File: config.mk
export PLATFORM = sky130hd
export DESIGN_NAME = ctrl_req_queue
export DESIGN_NICKNAME = d
export VERILOG_FILES = /design/src/rtl/ctrl_req_queue.sv
export SDC_FILE = /design/constraint.sdc
export NUM_CORES = 2
export LEC_CHECK = 0
export BUFFER_PORTS_ARGS = -buffer_cell sky130_fd_sc_hd__buf_2
export CORE_AREA = 3 3 298 300
export CTS_CLUSTER_SIZE = 14
export DETAILED_ROUTE_END_ITERATION = 8
export DIE_AREA = 0 0 301 303
export PLACE_DENSITY = 0.83
export SLEW_MARGIN = 40
export SYNTH_ARGS = -nofsm -noshare
export SYNTH_HDL_FRONTEND = slang
export SYNTH_SLANG_ARGS = --single-unit
File: constraint.sdc
create_clock -name CK_t -period 4.7 [get_ports CK_t]
set_input_delay 0.235 -clock CK_t [delete_from_list [all_inputs] [get_ports CK_t]]
set_output_delay 0.235 -clock CK_t [all_outputs]
set_load 0.005 [all_outputs]
File: src/rtl/ctrl_req_queue.sv
// In-order host request queue feeding the DDR4 command FSM. It splits addresses into
// row/bg/ba/col, registers the head command and tracks the open row of every bank for hit detection.
module ctrl_req_queue #(
    parameter int DEPTH  = 8,
    parameter int DATA_W = 64,
    parameter int COL_W  = 10,
    parameter int BA_W   = 2,
    parameter int BG_W   = 2,
    parameter int ROW_W  = 17,
    localparam int ADDR_W = ROW_W + BG_W + BA_W + COL_W,
    localparam int CNT_W  = $clog2(DEPTH) + 1
) (
    input  logic              CK_t,
    input  logic              reset_n,
    input  logic              init_done,
    input  logic              req_valid,
    output logic              req_ready,
    input  logic              req_rw,
    input  logic [ADDR_W-1:0] req_addr,
    input  logic [DATA_W-1:0] req_wdata,
    output logic              cmd_valid,
    input  logic              cmd_ready,
    output logic              cmd_rw,
    output logic [ROW_W-1:0]  cmd_row,
    output logic [BG_W-1:0]   cmd_bg,
    output logic [BA_W-1:0]   cmd_ba,
    output logic [COL_W-1:0]  cmd_col,
    output logic [DATA_W-1:0] cmd_wdata,
    output logic              cmd_row_hit,
    input  logic              prech_all,
    output logic [CNT_W-1:0]  count,
    output logic              overflow
);

    localparam int PTR_W = $clog2(DEPTH);
    localparam int BK_W  = BG_W + BA_W;
    localparam int NBANK = 1 << BK_W;

    logic [PTR_W-1:0]  r_wr_ptr;
    logic [PTR_W-1:0]  r_rd_ptr;
    logic [CNT_W-1:0]  r_count;
    logic              r_overflow;
    logic              r_mem_rw    [DEPTH];
    logic [ADDR_W-1:0] r_mem_addr  [DEPTH];
    logic [DATA_W-1:0] r_mem_wdata [DEPTH];
    logic              r_cmd_rw;
    logic [ADDR_W-1:0] r_cmd_addr;
    logic [DATA_W-1:0] r_cmd_wdata;
    logic [NBANK-1:0]  r_open_vld;
    logic [ROW_W-1:0]  r_open_row  [NBANK];

    logic              w_push;
    logic              w_pop;
    logic [DATA_W-1:0] w_wdata_in;
    logic [PTR_W-1:0]  w_rd_ptr_nxt;
    logic [CNT_W-1:0]  w_count_nxt;
    logic              w_head_byp;
    logic [BK_W-1:0]   w_bank_idx;

    assign req_ready    = (r_count < CNT_W'(DEPTH));
    assign cmd_valid    = (r_count != {CNT_W{1'b0}}) & init_done;
    assign w_push       = req_valid & req_ready;
    assign w_pop        = cmd_valid & cmd_ready;
    assign w_wdata_in   = req_rw ? {DATA_W{1'b0}} : req_wdata;
    assign w_rd_ptr_nxt = w_pop ? (r_rd_ptr + PTR_W'(1)) : r_rd_ptr;
    // The entry written this cycle becomes the head when it lands exactly at the next read slot.
    assign w_head_byp   = w_push & (w_rd_ptr_nxt == r_wr_ptr);

    assign count     = r_count;
    assign overflow  = r_overflow;
    assign cmd_rw    = r_cmd_rw;
    assign cmd_col   = r_cmd_addr[COL_W-1:0];
    assign cmd_ba    = r_cmd_addr[COL_W +: BA_W];
    assign cmd_bg    = r_cmd_addr[COL_W+BA_W +: BG_W];
    assign cmd_row   = r_cmd_addr[ADDR_W-1 -: ROW_W];
    assign cmd_wdata = r_cmd_wdata;

    assign w_bank_idx  = {cmd_bg, cmd_ba};
    assign cmd_row_hit = cmd_valid & r_open_vld[w_bank_idx] & (r_open_row[w_bank_idx] == cmd_row);

    // Next occupancy from the push/pop combination.
    always_comb begin
        w_count_nxt = r_count;
        case ({w_push, w_pop})
            2'b10:   w_count_nxt = r_count + CNT_W'(1);
            2'b01:   w_count_nxt = r_count - CNT_W'(1);
            default: w_count_nxt = r_count;
        endcase
    end

    // Queue storage, pointers, occupancy and sticky overflow.
    always_ff @(posedge CK_t or negedge reset_n) begin
        if (!reset_n) begin
            r_wr_ptr   <= {PTR_W{1'b0}};
            r_rd_ptr   <= {PTR_W{1'b0}};
            r_count    <= {CNT_W{1'b0}};
            r_overflow <= 1'b0;
            for (int i = 0; i < DEPTH; i++) begin
                r_mem_rw[i]    <= 1'b0;
                r_mem_addr[i]  <= {ADDR_W{1'b0}};
                r_mem_wdata[i] <= {DATA_W{1'b0}};
            end
        end else begin
            if (w_push) begin
                r_mem_rw[r_wr_ptr]    <= req_rw;
                r_mem_addr[r_wr_ptr]  <= req_addr;
                r_mem_wdata[r_wr_ptr] <= w_wdata_in;
                r_wr_ptr              <= r_wr_ptr + PTR_W'(1);
            end
            r_rd_ptr   <= w_rd_ptr_nxt;
            r_count    <= w_count_nxt;
            r_overflow <= r_overflow | (req_valid & ~req_ready);
        end
    end

    // Registered head stage; holds its last contents once the queue drains.
    always_ff @(posedge CK_t or negedge reset_n) begin
        if (!reset_n) begin
            r_cmd_rw    <= 1'b0;
            r_cmd_addr  <= {ADDR_W{1'b0}};
            r_cmd_wdata <= {DATA_W{1'b0}};
        end else if (w_count_nxt != {CNT_W{1'b0}}) begin
            if (w_head_byp) begin
                r_cmd_rw    <= req_rw;
                r_cmd_addr  <= req_addr;
                r_cmd_wdata <= w_wdata_in;
            end else begin
                r_cmd_rw    <= r_mem_rw[w_rd_ptr_nxt];
                r_cmd_addr  <= r_mem_addr[w_rd_ptr_nxt];
                r_cmd_wdata <= r_mem_wdata[w_rd_ptr_nxt];
            end
        end
    end

    // Open-row table; a precharge-all overrides a simultaneous pop.
    always_ff @(posedge CK_t or negedge reset_n) begin
        if (!reset_n) begin
            r_open_vld <= {NBANK{1'b0}};
            for (int b = 0; b < NBANK; b++) begin
                r_open_row[b] <= {ROW_W{1'b0}};
            end
        end else if (prech_all) begin
            r_open_vld <= {NBANK{1'b0}};
        end else if (w_pop) begin
            r_open_vld[w_bank_idx] <= 1'b1;
            r_open_row[w_bank_idx] <= cmd_row;
        end
    end

endmodule
Yosys cells after proc, flatten, opt, wreduce, memory -nomap -nowiden
Cells that the tools add are included.
{ "totals": {"out_inout_bits": 104, "ff_bits": 1163, "elab_cells": 121} }
{ "classes": {"n_lt_le_gt_ge": 8, "addsub": 4, "n_reduce_logical": 7, "bitwise_logic": 14, "muxes": 36, "n_eq_ne": 4} }
{ "ops": {"columns": ["cell", "count"], "rows": [
  ["$bwmux 512", 1],
  ["$mux 64", 5],
  ["$bwmux 272", 1],
  ["$bwmux 248", 1],
  ["$bmux 64 s3", 1],
  ["$demux 64 s3", 1],
  ["$mux 31", 4],
  ["$bmux 31 s3", 1],
  ["$demux 31 s3", 1],
  ["$bmux 17 s4", 1],
  ["$demux 17 s4", 1],
  ["$mux 17", 3],
  ["$mux 16", 2],
  ["$eq 17x17->1", 1],
  ["$or 16x16->16", 1],
  ["$bwmux 8", 1],
  ["$ge 4x4->1 const B", 2],
  ["$not 3->4", 2],
  ["$pmux 4 s2", 1],
  ["$reduce_bool 4->1", 2],
  ["$and 1x1->1", 7],
  ["$add 3x1->3 const B", 2],
  ["$mux 1", 6],
  ["$ge 5x5->1 const B", 1],
  ["21 further kinds", 24]
]} }

Logic depth before layout (Yosys ltp)
{ "logic_depth": {"ltp_word": 9, "ltp_mapped": 16, "mapped_depth_nobuf": 13} }

Worst setup path after synthesis
Ideal clock, no wire load.
{ "synth_path": {"kind": "register -> register", "start": "register r_count[1] (netlist: count[1])", "end": "register r_cmd_wdata[61] (netlist: cmd_wdata[61])", "arrival_time_ns": 3.357, "slack_ns": 1.253, "period_less_slack_ns": 3.447, "stages_incl_launch_ff": 16, "setup_time_ns": 0.090, "n_path_buf": 3, "path_cell_list": "dfrtp_1 buf_2 o41a_2 nand2_4 inv_2 ha_1 xor2_1 ha_1 a21oi_1 xnor2_1 nor3b_1 o41ai_2 buf_4 buf_4 a221o_1 o221ai_1"} }
{ "synth_via": {"elab_chain_len": 9} }
{ "synth_lines": {"columns": ["item", "line_no", "source"], "rows": [
  ["start, declared", "41", "logic [CNT_W-1:0] r_count;"],
  ["start signal, assigned", "96", "r_count <= {CNT_W{1'b0}};"],
  ["start signal, assigned", "111", "r_count <= w_count_nxt;"],
  ["$reduce_bool 4->1 (*)", "61", "assign cmd_valid = (r_count != {CNT_W{1'b0}}) & init_done;"],
  ["$and 1x1->1 (*)", "61", null],
  ["named net cmd_valid", "21", "output logic cmd_valid,"],
  ["$and 1x1->1 (*)", "63", "assign w_pop = cmd_valid & cmd_ready;"],
  ["$mux 3", "65", "assign w_rd_ptr_nxt = w_pop ? (r_rd_ptr + PTR_W'(1)) : r_rd_ptr;"],
  ["$not 3->4 (not written as such)", "130", "r_cmd_wdata <= r_mem_wdata[w_rd_ptr_nxt];"],
  ["$bmux 64 s3", "130", null],
  ["$mux 64 (not written as such) (2 in a row)", "130", null],
  ["$mux 64", "123", "if (w_head_byp) begin"],
  ["end signal, assigned", "121", "r_cmd_wdata <= {DATA_W{1'b0}};"],
  ["end signal, assigned", "126", "r_cmd_wdata <= w_wdata_in;"],
  ["end signal, assigned", "130", null],
  ["end, declared", "48", "logic [DATA_W-1:0] r_cmd_wdata;"]
]} }
The timed path passes the listed nets; every way through them passes the cells marked *. The select of a mux whose other input is x is not followed.
A chain may end at the register's enable or synchronous reset.

Worst setup path in the final report
{ "layout_path": {"start": "register r_cmd_addr[11]", "end": "output cmd_row_hit"} }
{ "layout_via": {"elab_chain_len": 6} }
{ "layout_lines": {"columns": ["item", "line_no", "source"], "rows": [
  ["start, declared", "47", "logic [ADDR_W-1:0] r_cmd_addr;"],
  ["start signal, assigned", "120", "r_cmd_addr <= {ADDR_W{1'b0}};"],
  ["start signal, assigned", "125", "r_cmd_addr <= req_addr;"],
  ["start signal, assigned", "129", "r_cmd_addr <= r_mem_addr[w_rd_ptr_nxt];"],
  ["$not 4->5 (not written as such)", "79", "assign cmd_row_hit = cmd_valid & r_open_vld[w_bank_idx] & (r_open_row[w_bank_idx] == cmd_row);"],
  ["$bmux 17 s4", "79", null],
  ["$mux 17 (not written as such) (2 in a row)", "79", null],
  ["$eq 17x17->1", "79", null],
  ["$and 1x1->1 (*)", "79", null],
  ["end, declared", "29", "output logic cmd_row_hit,"]
]} }
Every way passes the cells marked *; elsewhere a longest branch is shown, timed or not. The select of a mux whose other input is x is not followed.

==> impl_results.md <==
- Area grow syn2layout: 13.4%
- Leakage: 0.0271 uW
- Clk sink count: 1163
- Yosys cell types: 64
- I/O Pins: 206
- CTS tree: built
- DR WL met3: 11500 um
- TritonCTS buffer count: 116
- Pwr/cell area: 736 nW/um2
- Die area: 91200 um2
- Reg power frac: 40.1%
- Peak VDD IR: 0.661 mV
- Final GP Congestion: 0.837
- Top FF cell, synth: dfrtp_1
- Chip height: 303 um
- CP Capture Type: output port
- Core Region: 86500 um2
- First-pass GRT wire length: 220000 um
- Status: completed
- Startpoint types: register
- CTS root buffer: clkbuf_16
- Ys Warns: 0
- Clk slew on worst S/H paths: 0.06 ns
- MaxCap Viol Count: 0
- Delay of the slowest critical-path stage: 0.85 ns
- Tightest Pin Transition: 0.881 ns
- Antenna-violating nets left: 0
- Crit Path Class: register to output port
- RSZ-0062 raised after global routing: false
- Ys async rst share: 100%
- Slew Limit Fails: 0
- Critical Path RT: 4.47 ns
- Critical-path cell list: buf_4 -> mux4_2 -> mux2i_1 -> nand2_1 -> o21ai_0 -> xnor2_1 -> nor4_1 -> and4_1 -> buf_2
- Cells after synthesis: 4644
- Synth area leaders: dfrtp_1 (56%), mux2_2 (11%), nand2_1 (7.2%), o21ai_0 (5.2%), mux2i_1 (4.4%)
- IO buf count: 205
- Crit Path Max Fanout: 38
- Post-CTS Setup Bufs: 0
- DR DRC count: 0
- Tmin final: 4.32 ns
- CP delay by family, top: flip-flops
- Fin Setup TNS: 0 ns
- Syn avg cell area: 11.1 um2
- Number of global-route vias before repair: 39000
- Routed wl met2: 66300 um
- Total power: 43200 uW
- Via Count: 38200
- Crit path max-delay cell type: dfrtp_4
- Sw Ratio: 37.6%
- Synth top area share: 56.2%
- Number of synthesized flops with an enable pin: 0
- Seq/Total Area, Yosys: 56.2%
- Worst hold path type: input port to register
- Deepest clock path buffer count: 3
- Die width: 301 um
- Hold Fails Final Rpt: 0
- Syn nets: 4751
- DP HPWL: 76500 um
- Worst Path Buf+Inv: 2
- Sw power: 16200 uW
- Logic gate share of total power: 37.8%
- Yosys reg bits: 1163
- Overflow after GRT: 0
- DR top layer: met4
- Vias/cell: 6.36
- Post-Route WL: 139000 um
- Int Pwr: 27000 uW
- Mapped Area: 51800 um2
- Largest net degree at the start of global routing: 161
- Slew margin rel.: 41.2%
- H-tree depth: 3
- Final setup viols: 0
- Starting Density: 59.9%
- Multi-input gate area in the final layout: 21100 um2
- Resize count post-CTS: 0
- Clock power share: 22.1%
- Final period util: 91.9%
- Met1 Wirelength: 56500 um
- Nets@finish: 4861
- Routed len/inst: 23.0 um
- DR iter-0 viols: 4070
- Max Fclk: 231 MHz
- Clk_lat worst skew: 0.71 ns
- Row count: 108
- Synth area leader: dfrtp_1
- Tot GR Track Use: 30.5%
- Final Skew: 0.0433 ns
- Initial antenna violation count: 11
- Worst endpoint data arrival time: 4.09 ns
- Layout cell share with drive strength beyond 1: 22.5%
- Pre-Repair DR Iteration Count: 6
- Hold-fix buffers, CTS: 66
- Final core occ: 67.9%
- Fillcell total: 6024
- Register Area: 29100 um2
metrics by stage:
step                      setup slack, ns  std cells  cell area (um2)  hold slack [ns]
final                               0.379       6015            58700           0.0217
after global routing                0.155       6011            58700           0.0424
after CTS                           0.351       6004            58600          0.00109
after detailed placement            0.516       5723            54000            0.332
after global placement              0.748       5719            53900            0.332
after floorplan                      1.25       4644            51800          -0.0606
state kept, by name, summed over array words and instances (netlist names):
name	flops
count	4
r_cmd_addr	31
overflow	1
cmd_wdata	64
r_mem_rw	8
r_rd_ptr	3
cmd_rw	1
r_open_row	272
r_mem_addr	248
r_mem_wdata	512
r_wr_ptr	3
r_open_vld	16
cell usage after synthesis (4+ instances only):
| cell type | number |
|---|---|
| xor2_1 | 14 |
| nor2_1 | 16 |
| nor3_1 | 6 |
| mux2_1 | 9 |
| nand3_1 | 197 |
| buf_4 | 9 |
| mux4_2 | 59 |
| a22oi_1 | 47 |
| clkbuf_1 | 240 |
| inv_2 | 4 |
| a221o_1 | 96 |
| a221oi_1 | 4 |
| ha_1 | 5 |
| a21o_1 | 9 |
| nand2b_1 | 67 |
| o21ai_0 | 539 |
| dfrtp_1 | 1163 |
| o211ai_1 | 4 |
| buf_1 | 20 |
| buf_6 | 4 |
| a21oi_1 | 100 |
| nand4_1 | 4 |
| nor2b_1 | 7 |
| a22o_1 | 4 |
| mux2i_1 | 230 |
| buf_2 | 102 |
| mux2_2 | 512 |
| o21ai_1 | 34 |
| inv_1 | 18 |
| o221ai_1 | 65 |
| xnor2_1 | 11 |
| nand2_1 | 999 |
layout make-up:
type                    instances  share of cell area, %
clock inverters                37                  0.927
well taps                    1155                   2.46
clock buffers                 178                   5.91
flip-flops and latches       1163                   49.6
inverters                      22                  0.162
repair buffers                367                   4.88
diodes                          9                 0.0384
multi-input cells            3084                   36.0
worst register-to-register path, delay by kind of cell (launching register included):
family / cells / cell delay, ns
AO/OA/AOI/OAI: 5 / 1.24
adder cells (fa/ha/maj): 2 / 0.47
buffers and inverters: 2 / 0.58
XOR/XNOR: 2 / 0.36
AND/OR/NAND/NOR: 3 / 1.02
flip-flops: 1 / 0.48
cell families (layout without fill, tap and decap cells):
logic type	after synthesis	after routing	share of synthesized area [%]
buffers and inverters	397	604	3.25
adders and majority gates	5	5	0.121
AOI/OAI and AO/OA	921	921	10.8
xor gates and xnor gates	28	28	0.532
other	0	9	0
muxes	811	811	18.4
DFF	1163	1163	56.2
and+or+nand+nor	1319	1319	10.6
cell usage in the layout (no fill, tap or decap), types with 5 or more instances in the layout:
| master | count |
|---|---|
| nand3_1 | 195 |
| mux2_1 | 9 |
| clkinv_2 | 17 |
| nor3_1 | 6 |
| buf_2 | 204 |
| nor2b_1 | 5 |
| bufinv_16 | 8 |
| dfrtp_1 | 1160 |
| nand2b_1 | 66 |
| buf_4 | 59 |
| a21oi_1 | 100 |
| clkbuf_8 | 33 |
| mux4_2 | 59 |
| dlygate4sd3_1 | 67 |
| xnor2_1 | 11 |
| buf_12 | 31 |
| a22oi_1 | 47 |
| nor2_2 | 6 |
| clkbuf_16 | 116 |
| mux2i_1 | 229 |
| o21ai_0 | 539 |
| ha_1 | 5 |
| clkinv_16 | 5 |
| a221o_1 | 96 |
| clkbuf_1 | 29 |
| nand2_1 | 997 |
| a21o_1 | 9 |
| mux2_2 | 512 |
| xor2_1 | 13 |
| diode_2 | 9 |
| o21ai_1 | 33 |
| nor2_1 | 13 |
| inv_1 | 18 |
| o221ai_1 | 65 |
per-layer routing:
metal | vias to the layer above | global-route usage (%)
met5 | - | 0
met4 | 0 | 12.0
met1 | 19400 | 42.4
met3 | 324 | 5.07
met2 | 1871 | 48.7
li1 | 16600 | -
power by group through the flow:
stage | sequential [uW] | combinational (uW) | clock (uW)
CTS | 17200 | 16200 | 9620
finish | 17300 | 16300 | 9560
global route | 17700 | 17900 | 10000
floorplan | 16000 | 12000 | 0
detailed placement | 17300 | 16000 | 0
global placement | 17000 | 15200 | 0
path summary, 6_finish.rpt:
path,slack [ns],cells past startpoint,to,from
max in group asynchronous,2.70,5,r_mem_addr[221],reset_n
worst max register to register,0.46,14,r_cmd_addr[12],count[3]
worst min register to register,0.47,1,overflow,overflow
worst max-delay path,0.38,9,cmd_row_hit,r_cmd_addr[11]
worst min-delay path,0.02,3,r_mem_wdata[408],req_wdata[24]
min in group asynchronous,0.52,3,r_mem_wdata[18],reset_n
Note: power is estimated with default switching activity, not from simulation.
